==> config.mk <==
export PLATFORM = sky130hd
export DESIGN_NAME = crc_bus_master
export DESIGN_NICKNAME = d
export VERILOG_FILES = /design/src/rtl/crc_bus_pkg.sv /design/src/rtl/crc_poll_timer.sv /design/src/rtl/crc_bus_master.sv
export SDC_FILE = /design/constraint.sdc
export NUM_CORES = 1
export LEC_CHECK = 0
export CAP_MARGIN = 10
export CORE_UTILIZATION = 41
export CTS_CLUSTER_SIZE = 30
export DETAILED_ROUTE_END_ITERATION = 12
export DONT_BUFFER_PORTS = 1
export PLACE_DENSITY = 0.58
export SETUP_SLACK_MARGIN = 0.2
export SKIP_CTS_REPAIR_TIMING = 1
export SLEW_MARGIN = 15
export SYNTH_ARGS = -nofsm -noshare
export SYNTH_HDL_FRONTEND = slang
export SYNTH_HIERARCHICAL = 1
export SYNTH_SLANG_ARGS = --single-unit
export TNS_END_PERCENT = 1
==> constraint.sdc <==
create_clock -name clk -period 4.9 [get_ports clk]
set_input_delay 0.49 -clock clk [delete_from_list [all_inputs] [get_ports clk]]
set_output_delay 0.49 -clock clk [all_outputs]
set_load 0.1 [all_outputs]
==> src/rtl/crc_bus_pkg.sv <==
// Shared definitions for the CRC bus master: slave register map, control
// encodings and the master FSM state set.
package crc_bus_pkg;

  localparam logic [1:0] CRC_ADDR_DATA = 2'd0;
  localparam logic [1:0] CRC_ADDR_CTRL = 2'd1;
  localparam logic [1:0] CRC_ADDR_STAT = 2'd2;

  localparam int CRC_CTRL_RUN  = 1;
  localparam int CRC_CTRL_STOP = 0;

  typedef enum logic [3:0] {
    S_IDLE,
    S_WR_CLR,
    S_WR_DATA,
    S_WR_SET,
    S_POLL_RD,
    S_POLL_WT,
    S_GAP,
    S_RES_RD,
    S_RES_WT,
    S_ABORT
  } crc_state_e;

endpackage

==> src/rtl/crc_poll_timer.sv <==
// Poll attempt counter and inter-poll gap counter for the CRC bus master.
module crc_poll_timer #(
  parameter int MAX_POLLS = 255,
  parameter int POLL_GAP  = 2
) (
  input  logic clk,
  input  logic reset_n,
  input  logic poll_clr,
  input  logic poll_inc,
  input  logic gap_run,
  output logic gap_done,
  output logic poll_exhausted
);

  localparam int PW = $clog2(MAX_POLLS + 1);
  localparam int GW = (POLL_GAP > 1) ? $clog2(POLL_GAP) : 1;
  localparam logic [PW-1:0] POLL_MAX  = PW'(MAX_POLLS);
  localparam logic [PW-1:0] POLL_LAST = PW'(MAX_POLLS - 1);
  localparam logic [GW-1:0] GAP_LAST  = GW'((POLL_GAP > 0) ? POLL_GAP - 1 : 0);

  logic [PW-1:0] poll_cnt;
  logic [GW-1:0] gap_cnt;

  always_ff @(posedge clk or negedge reset_n) begin
    if (!reset_n) begin
      poll_cnt <= '0;
      gap_cnt  <= '0;
    end else begin
      if (poll_clr)
        poll_cnt <= '0;
      else if (poll_inc && poll_cnt != POLL_MAX)
        poll_cnt <= poll_cnt + 1'b1;
      if (gap_run && !gap_done)
        gap_cnt <= gap_cnt + 1'b1;
      else
        gap_cnt <= '0;
    end
  end

  assign gap_done = (POLL_GAP == 0) || (gap_cnt == GAP_LAST);
  // Look-ahead: true when the failed poll being decided now uses up the budget.
  assign poll_exhausted = (poll_cnt == POLL_LAST);

endmodule

==> src/rtl/crc_bus_master.sv <==
// Bus initiator for the memory-mapped CRC slave: write word, kick, poll done,
// read result back and return it with a one-cycle valid pulse.
module crc_bus_master
  import crc_bus_pkg::*;
#(
  parameter int DATA_WIDTH = 32,
  parameter int CRC_WIDTH  = 3,
  parameter int MAX_POLLS  = 255,
  parameter int POLL_GAP   = 2
) (
  input  logic                  clk,
  input  logic                  reset_n,
  input  logic                  start,
  input  logic [DATA_WIDTH-1:0] data_in,
  output logic                  busy,
  output logic                  result_valid,
  output logic [CRC_WIDTH-1:0]  result,
  output logic                  timeout_err,
  output logic                  cs,
  output logic                  write,
  output logic                  read,
  output logic [1:0]            addr,
  output logic [DATA_WIDTH-1:0] write_data,
  input  logic [DATA_WIDTH-1:0] read_data
);

  crc_state_e            state, state_nxt;
  logic [DATA_WIDTH-1:0] latched_word;
  logic                  cs_d, wr_d, rd_d;
  logic [1:0]            addr_d;
  logic [DATA_WIDTH-1:0] wdata_d;
  logic                  gap_done, poll_exhausted;
  logic                  rd_unused;

  assign rd_unused = ^read_data;

  crc_poll_timer #(.MAX_POLLS(MAX_POLLS), .POLL_GAP(POLL_GAP)) u_timer (
    .clk            (clk),
    .reset_n        (reset_n),
    .poll_clr       (state == S_WR_SET),
    .poll_inc       ((state == S_POLL_WT) && !read_data[0]),
    .gap_run        (state == S_GAP),
    .gap_done       (gap_done),
    .poll_exhausted (poll_exhausted)
  );

  always_ff @(posedge clk or negedge reset_n) begin
    if (!reset_n) state <= S_IDLE;
    else          state <= state_nxt;
  end

  always_comb begin
    state_nxt = state;
    case (state)
      S_IDLE:    if (start && !result_valid && !timeout_err) state_nxt = S_WR_CLR;
      S_WR_CLR:  state_nxt = S_WR_DATA;
      S_WR_DATA: state_nxt = S_WR_SET;
      S_WR_SET:  state_nxt = S_POLL_RD;
      S_POLL_RD: state_nxt = S_POLL_WT;
      S_POLL_WT: begin
        if (read_data[0])        state_nxt = S_RES_RD;
        else if (poll_exhausted) state_nxt = S_ABORT;
        else if (POLL_GAP == 0)  state_nxt = S_POLL_RD;
        else                     state_nxt = S_GAP;
      end
      S_GAP:     if (gap_done) state_nxt = S_POLL_RD;
      S_RES_RD:  state_nxt = S_RES_WT;
      S_RES_WT:  state_nxt = S_IDLE;
      S_ABORT:   state_nxt = S_IDLE;
      default:   state_nxt = S_IDLE;
    endcase
  end

  // Bus outputs are decoded from the state being entered so the registered
  // strobe lines up with the state that owns the access.
  always_comb begin
    cs_d    = 1'b0;
    wr_d    = 1'b0;
    rd_d    = 1'b0;
    addr_d  = addr;
    wdata_d = write_data;
    case (state_nxt)
      S_WR_CLR, S_ABORT: begin
        cs_d = 1'b1; wr_d = 1'b1; addr_d = CRC_ADDR_CTRL;
        wdata_d = DATA_WIDTH'(CRC_CTRL_STOP);
      end
      S_WR_DATA: begin
        cs_d = 1'b1; wr_d = 1'b1; addr_d = CRC_ADDR_DATA;
        wdata_d = latched_word;
      end
      S_WR_SET: begin
        cs_d = 1'b1; wr_d = 1'b1; addr_d = CRC_ADDR_CTRL;
        wdata_d = DATA_WIDTH'(CRC_CTRL_RUN);
      end
      S_POLL_RD: begin cs_d = 1'b1; rd_d = 1'b1; addr_d = CRC_ADDR_STAT; end
      S_RES_RD:  begin cs_d = 1'b1; rd_d = 1'b1; addr_d = CRC_ADDR_CTRL; end
      default: ;
    endcase
  end

  always_ff @(posedge clk or negedge reset_n) begin
    if (!reset_n) begin
      cs           <= 1'b0;
      write        <= 1'b0;
      read         <= 1'b0;
      addr         <= '0;
      write_data   <= '0;
      busy         <= 1'b0;
      result_valid <= 1'b0;
      timeout_err  <= 1'b0;
      result       <= '0;
      latched_word <= '0;
    end else begin
      cs           <= cs_d;
      write        <= wr_d;
      read         <= rd_d;
      addr         <= addr_d;
      write_data   <= wdata_d;
      busy         <= (state_nxt != S_IDLE);
      result_valid <= (state == S_RES_WT);
      timeout_err  <= (state == S_ABORT);
      if (state == S_RES_WT) result <= read_data[CRC_WIDTH-1:0];
      if (state == S_IDLE && state_nxt == S_WR_CLR) latched_word <= data_in;
    end
  end

endmodule

Word level (Yosys, flattened, before mapping)
Cells that the tools add are included.
W data, S select, Z words.

cells by class
  $add $sub $neg = 2
  reductions and logical operators = 20
  multiplexer cells = 13
  equal/unequal tests = 17

operators by type and width
  cell                   count
  $pmux W32 S3           1
  $pmux W4 S8            1
  $eq A4 B3 Y1 const B   6
  $eq A4 B2 Y1 const B   4
  $mux W4                4
  $mux W8                2
  $eq A4 B4 Y1 const B   3
  $add A8 B1 Y8 const B  1
  $eq A4 B1 Y1 const B   2
  $eq A8 B8 Y1 const B   1
  $ne A8 B8 Y1 const B   1
  $reduce_or A4 Y1       2
  $logic_and A1 B1 Y1    6
  $pmux W2 S3            1
  $reduce_bool A3 Y1     2
  $reduce_or A6 Y1       1
  $logic_not A1 Y1       4
  $logic_not A4 Y1       1
  $mux W1                4
  $reduce_bool A4 Y1     1
  $reduce_or A2 Y1       2
  $reduce_bool A2 Y1     1
  $add A1 B1 Y1 const B  1

storage, ports and cells
  logic and storage cells = 65
  register bits = 88
  input port bits = 67

Logic depth before layout (Yosys ltp)
  word-level depth = 8
  gate-level depth with buffers = 8
  gate-level depth less buffers = 7

Hierarchy
The synthesis kept the hierarchy.

modules (own cells, without submodules)
  module          instances  area an instance (um2)  seq. area each (um2)  cells each
  crc_bus_master  1          3,348.2                 1,976.9               276
  crc_poll_timer  1          530.5                   225.2                 57

Worst setup path after synthesis
No wires, ideal clock.

  path type = flip-flop to flip-flop
  start = register result_valid
  end = register latched_word[0]
  path buffers = 2
  arrival time = 2,384 ps
  setup slack = 2,391 ps
  data required time = 4,775 ps
  setup time = 125 ps
  clock period less this slack = 2,509 ps
  cell stages (with the launch flop) = 6
  cell sequence = dfrtp_1 -> or3b_4 -> or4b_1 -> buf_6 -> buf_12 -> mux2_4

between the ends
  longest elaborated chain between the ends = 7

ends and longest elaborated chain
  what                               line                   RTL
  from (decl)                        crc_bus_master.sv:16   output logic result_valid,
  from (signal assigned)             crc_bus_master.sv:120  result_valid <= (state == S_RES_WT);
  $logic_not A1 Y1                   crc_bus_master.sv:55   S_IDLE: if (start && !result_valid && !timeout_err) state_nxt = S_WR_CLR;
  $logic_and A1 B1 Y1 (2 in series)  crc_bus_master.sv:55
  $mux W4                            crc_bus_master.sv:55
  $pmux W4 S8                        crc_bus_master.sv:54   case (state)
  $eq A4 B1 Y1                       crc_bus_master.sv:123  if (state == S_IDLE && state_nxt == S_WR_CLR) latched_word <= data_in;
  $logic_and A1 B1 Y1                crc_bus_master.sv:123
  to (signal assigned)               crc_bus_master.sv:123
  to (decl)                          crc_bus_master.sv:28   logic [DATA_WIDTH-1:0] latched_word;

No other way between the ends.
A chain may end at the register's enable or synchronous reset.

Worst setup path in the final report
  start = register result_valid
  end = register latched_word[22]

The elaborated chain is that of the path after synthesis.

==> results.tsv <==
metric	value	unit
outcome	complete, no violations	
clock period minus worst slack	2.84	ns
Starting Density	0.422	
Via Count	2392	
Setup crit end kind	flop	
dpl cell area	0.00390	sq mm
final setup vio count	0	
peak supply drop	498	uV
crit path launch type	flop	
drt initial violations	138	
CTS Buffer Depth	2	
Tcrit/Tclk final	0.579	
ratio of cells with drive above 1 in the final layout	0.199	
flop2flop setup slack	2.06	ns
YS warnings	6	
max-cap violation count	0	
WP data arrival	3.08	ns
P_leak	1.89	nW
drt pass-1 iters	4	
Distinct cells, synth	43	
CTS root buf	clkbuf_8	
Hold Crit Class	in -> async	
Port Buffers	0	
Critical Setup Path Class	reg -> reg	
Hold Fails Final Rpt	0	
initial antenna violation count	0	
placed insts	425	
RSZ-0062 raised after global routing	no	
NumNets Final	395	
clk_skew	0.00902	ns
CTS clk-pin slew, worst paths	0.10	ns
Clock Latency Late Sink	0.35	ns
#FFs+latches synth	88	
wire per inst	17.9	um
CTS Buf Count	9	
htree depth	3	
Slew Limit Fails	0	
row count	35	
P&R area growth vs syn	6.58	%
Crit Path Max Fanout	32	
CTS tree	built	
# diodes	0	
DIE WIDTH	99.3	um
cell area after layout	0.00413	sq mm
EDFF count, synth	0	
Post-Route WL	7.90	mm
gr usage total	0.169	
RD Place Congestion	0.774	
first-pass GRT wire length	12.8	mm
total gr overflow	0	
Die ar.	0.00985	sq mm
clock sinks	88	
pre-CTS setup slack	2.09	ns
Pwr Density	821	mW/mm^2
Post-Synthesis Cells	333	
slew of the pin with the lowest slew margin	0.945	ns
Post-Syn Nets	402	
I/O pin cnt	110	
largest net degree at the start of global routing	89	
Core Area	0.00920	sq mm
routed vias/inst	5.41	
final worst setup slack	2.06	ns
FFs w/ async S/R, synth	1.00	
Seq/Total Area, Yosys	0.568	
vias in the first global route	2337	
post-route setup TNS	0	ns
post-route insts no fill	442	
die span in y	99.3	um
Layout Utilization	0.450	
Req. time, crit path	5.14	ns
Remaining DRCs	0	
top achievable clock speed	352	MHz
Synth Cell Area	0.00388	sq mm
hpwl dp	4.73	mm
ANT nets after route	0	
average size of a mapped cell	11.6	sq um
Main synth FF type	dfrtp_1	
Worst slew margin	0.365	
## flip-flops by register name, summed over array words and instances (netlist names)
register,count
cs,1
read,1
timeout_err,1
addr,2
u_timer/gap_done,1
result,3
write,1
busy,1
write_data,32
u_timer/poll_cnt,8
latched_word,32
result_valid,1
state,4
## metrics by stage
stage	hold WS [ns]	total power [mW]
2_1_floorplan	0.194	2.68
3_3_place_gp	0.196	2.83
3_5_place_dp	0.196	2.87
4_1_cts	-0.205	3.41
5_1_grt	0.0426	3.60
6_report	0.0479	3.39
## Yosys cell counts, types with 4 or more instances
master,n,area [sq um]
clkbuf_1,11,41.3
nor3_1,10,50.1
nand2_1,67,251
dfrtp_1,88,2200
a211oi_1,4,30.0
mux2_2,7,78.8
nor2_1,6,22.5
nand3_1,5,25.0
nand2b_1,4,25.0
a21oi_1,7,35.0
nor2b_1,5,31.3
inv_1,6,22.5
o21ai_0,33,165
and3_1,5,31.3
mux2_4,30,450
## power by group
part           internal (mW)  switching, mW  leakage (nW)  total, mW
clock network          0.247          0.285         0.104      0.532
registers              0.991          0.969          1.12       1.96
logic                  0.449          0.453         0.673      0.902
## layer usage
layer | vias to the layer above | part of all wire | global-route usage
li1 | 1120 | - | -
met1 | 1185 | 0.49 | 0.245
met2 | 79 | 0.44 | 0.244
met3 | 8 | 0.062 | 0.0520
met4 | 0 | 0.0095 | 0.0486
met5 | - | 0 | 0
## area by class of cell
type / count / area, sq um
timing repair buffer: 5 / 57.6
clock inverter: 7 / 86.3
fill: 863 / 5060
sequential: 88 / 2200
inverter: 6 / 22.5
multi-input combinational: 216 / 1500
tap: 111 / 139
clock buffer: 9 / 124
## critical path, stage by stage (launching register included)
cell,delay [ns]
dfrtp_1,0.75
or3b_4,0.59
or4b_2,0.64
buf_4,0.35
mux2_4,0.37
## placed cells by master (no fill, tap or decap), drive strengths merged, types with 2 or more instances in the layout
cell     synthesis  routed
o21ai           34      34
buf             10       5
a31oi            2       2
and3             5       5
a21oi            7       7
a211oi           5       5
nor3b            3       3
clkbuf          13       9
dfrtp           88      88
nand2           67      67
mux2            39      39
nand3            5       5
nand2b           4       4
and2             3       3
nor3            10      10
a2111oi          2       2
xnor2            2       2
nor2             6       6
inv              6      10
nor2b            5       5
ha               2       2
nand4            3       3
## cells by family (layout without fill, tap and decap cells)
logic type / after synthesis / count (layout) / share of synthesized area
XOR/XNOR: 2 / 2 / 0.00452
adder cells (fa/ha/maj): 2 / 2 / 0.00645
multiplexers: 39 / 39 / 0.142
AND/OR/NAND/NOR: 117 / 117 / 0.141
flip-flops: 88 / 88 / 0.568
buffers and inverters: 29 / 27 / 0.0461
AO/OA/AOI/OAI: 56 / 56 / 0.0916
## path summary, 6_finish.rpt
path                               endpoint  cells after the start             start
min reg2reg                u_timer/gap_done                      1  u_timer/gap_done
max reg2reg                latched_word[22]                      4      result_valid
max in group asynchronous           addr[0]                      1           reset_n
min in group clk           latched_word[13]                      1       data_in[13]
min                          write_data[24]                      1           reset_n
max                        latched_word[22]                      4      result_valid
(Power assumes the default switching activity.)
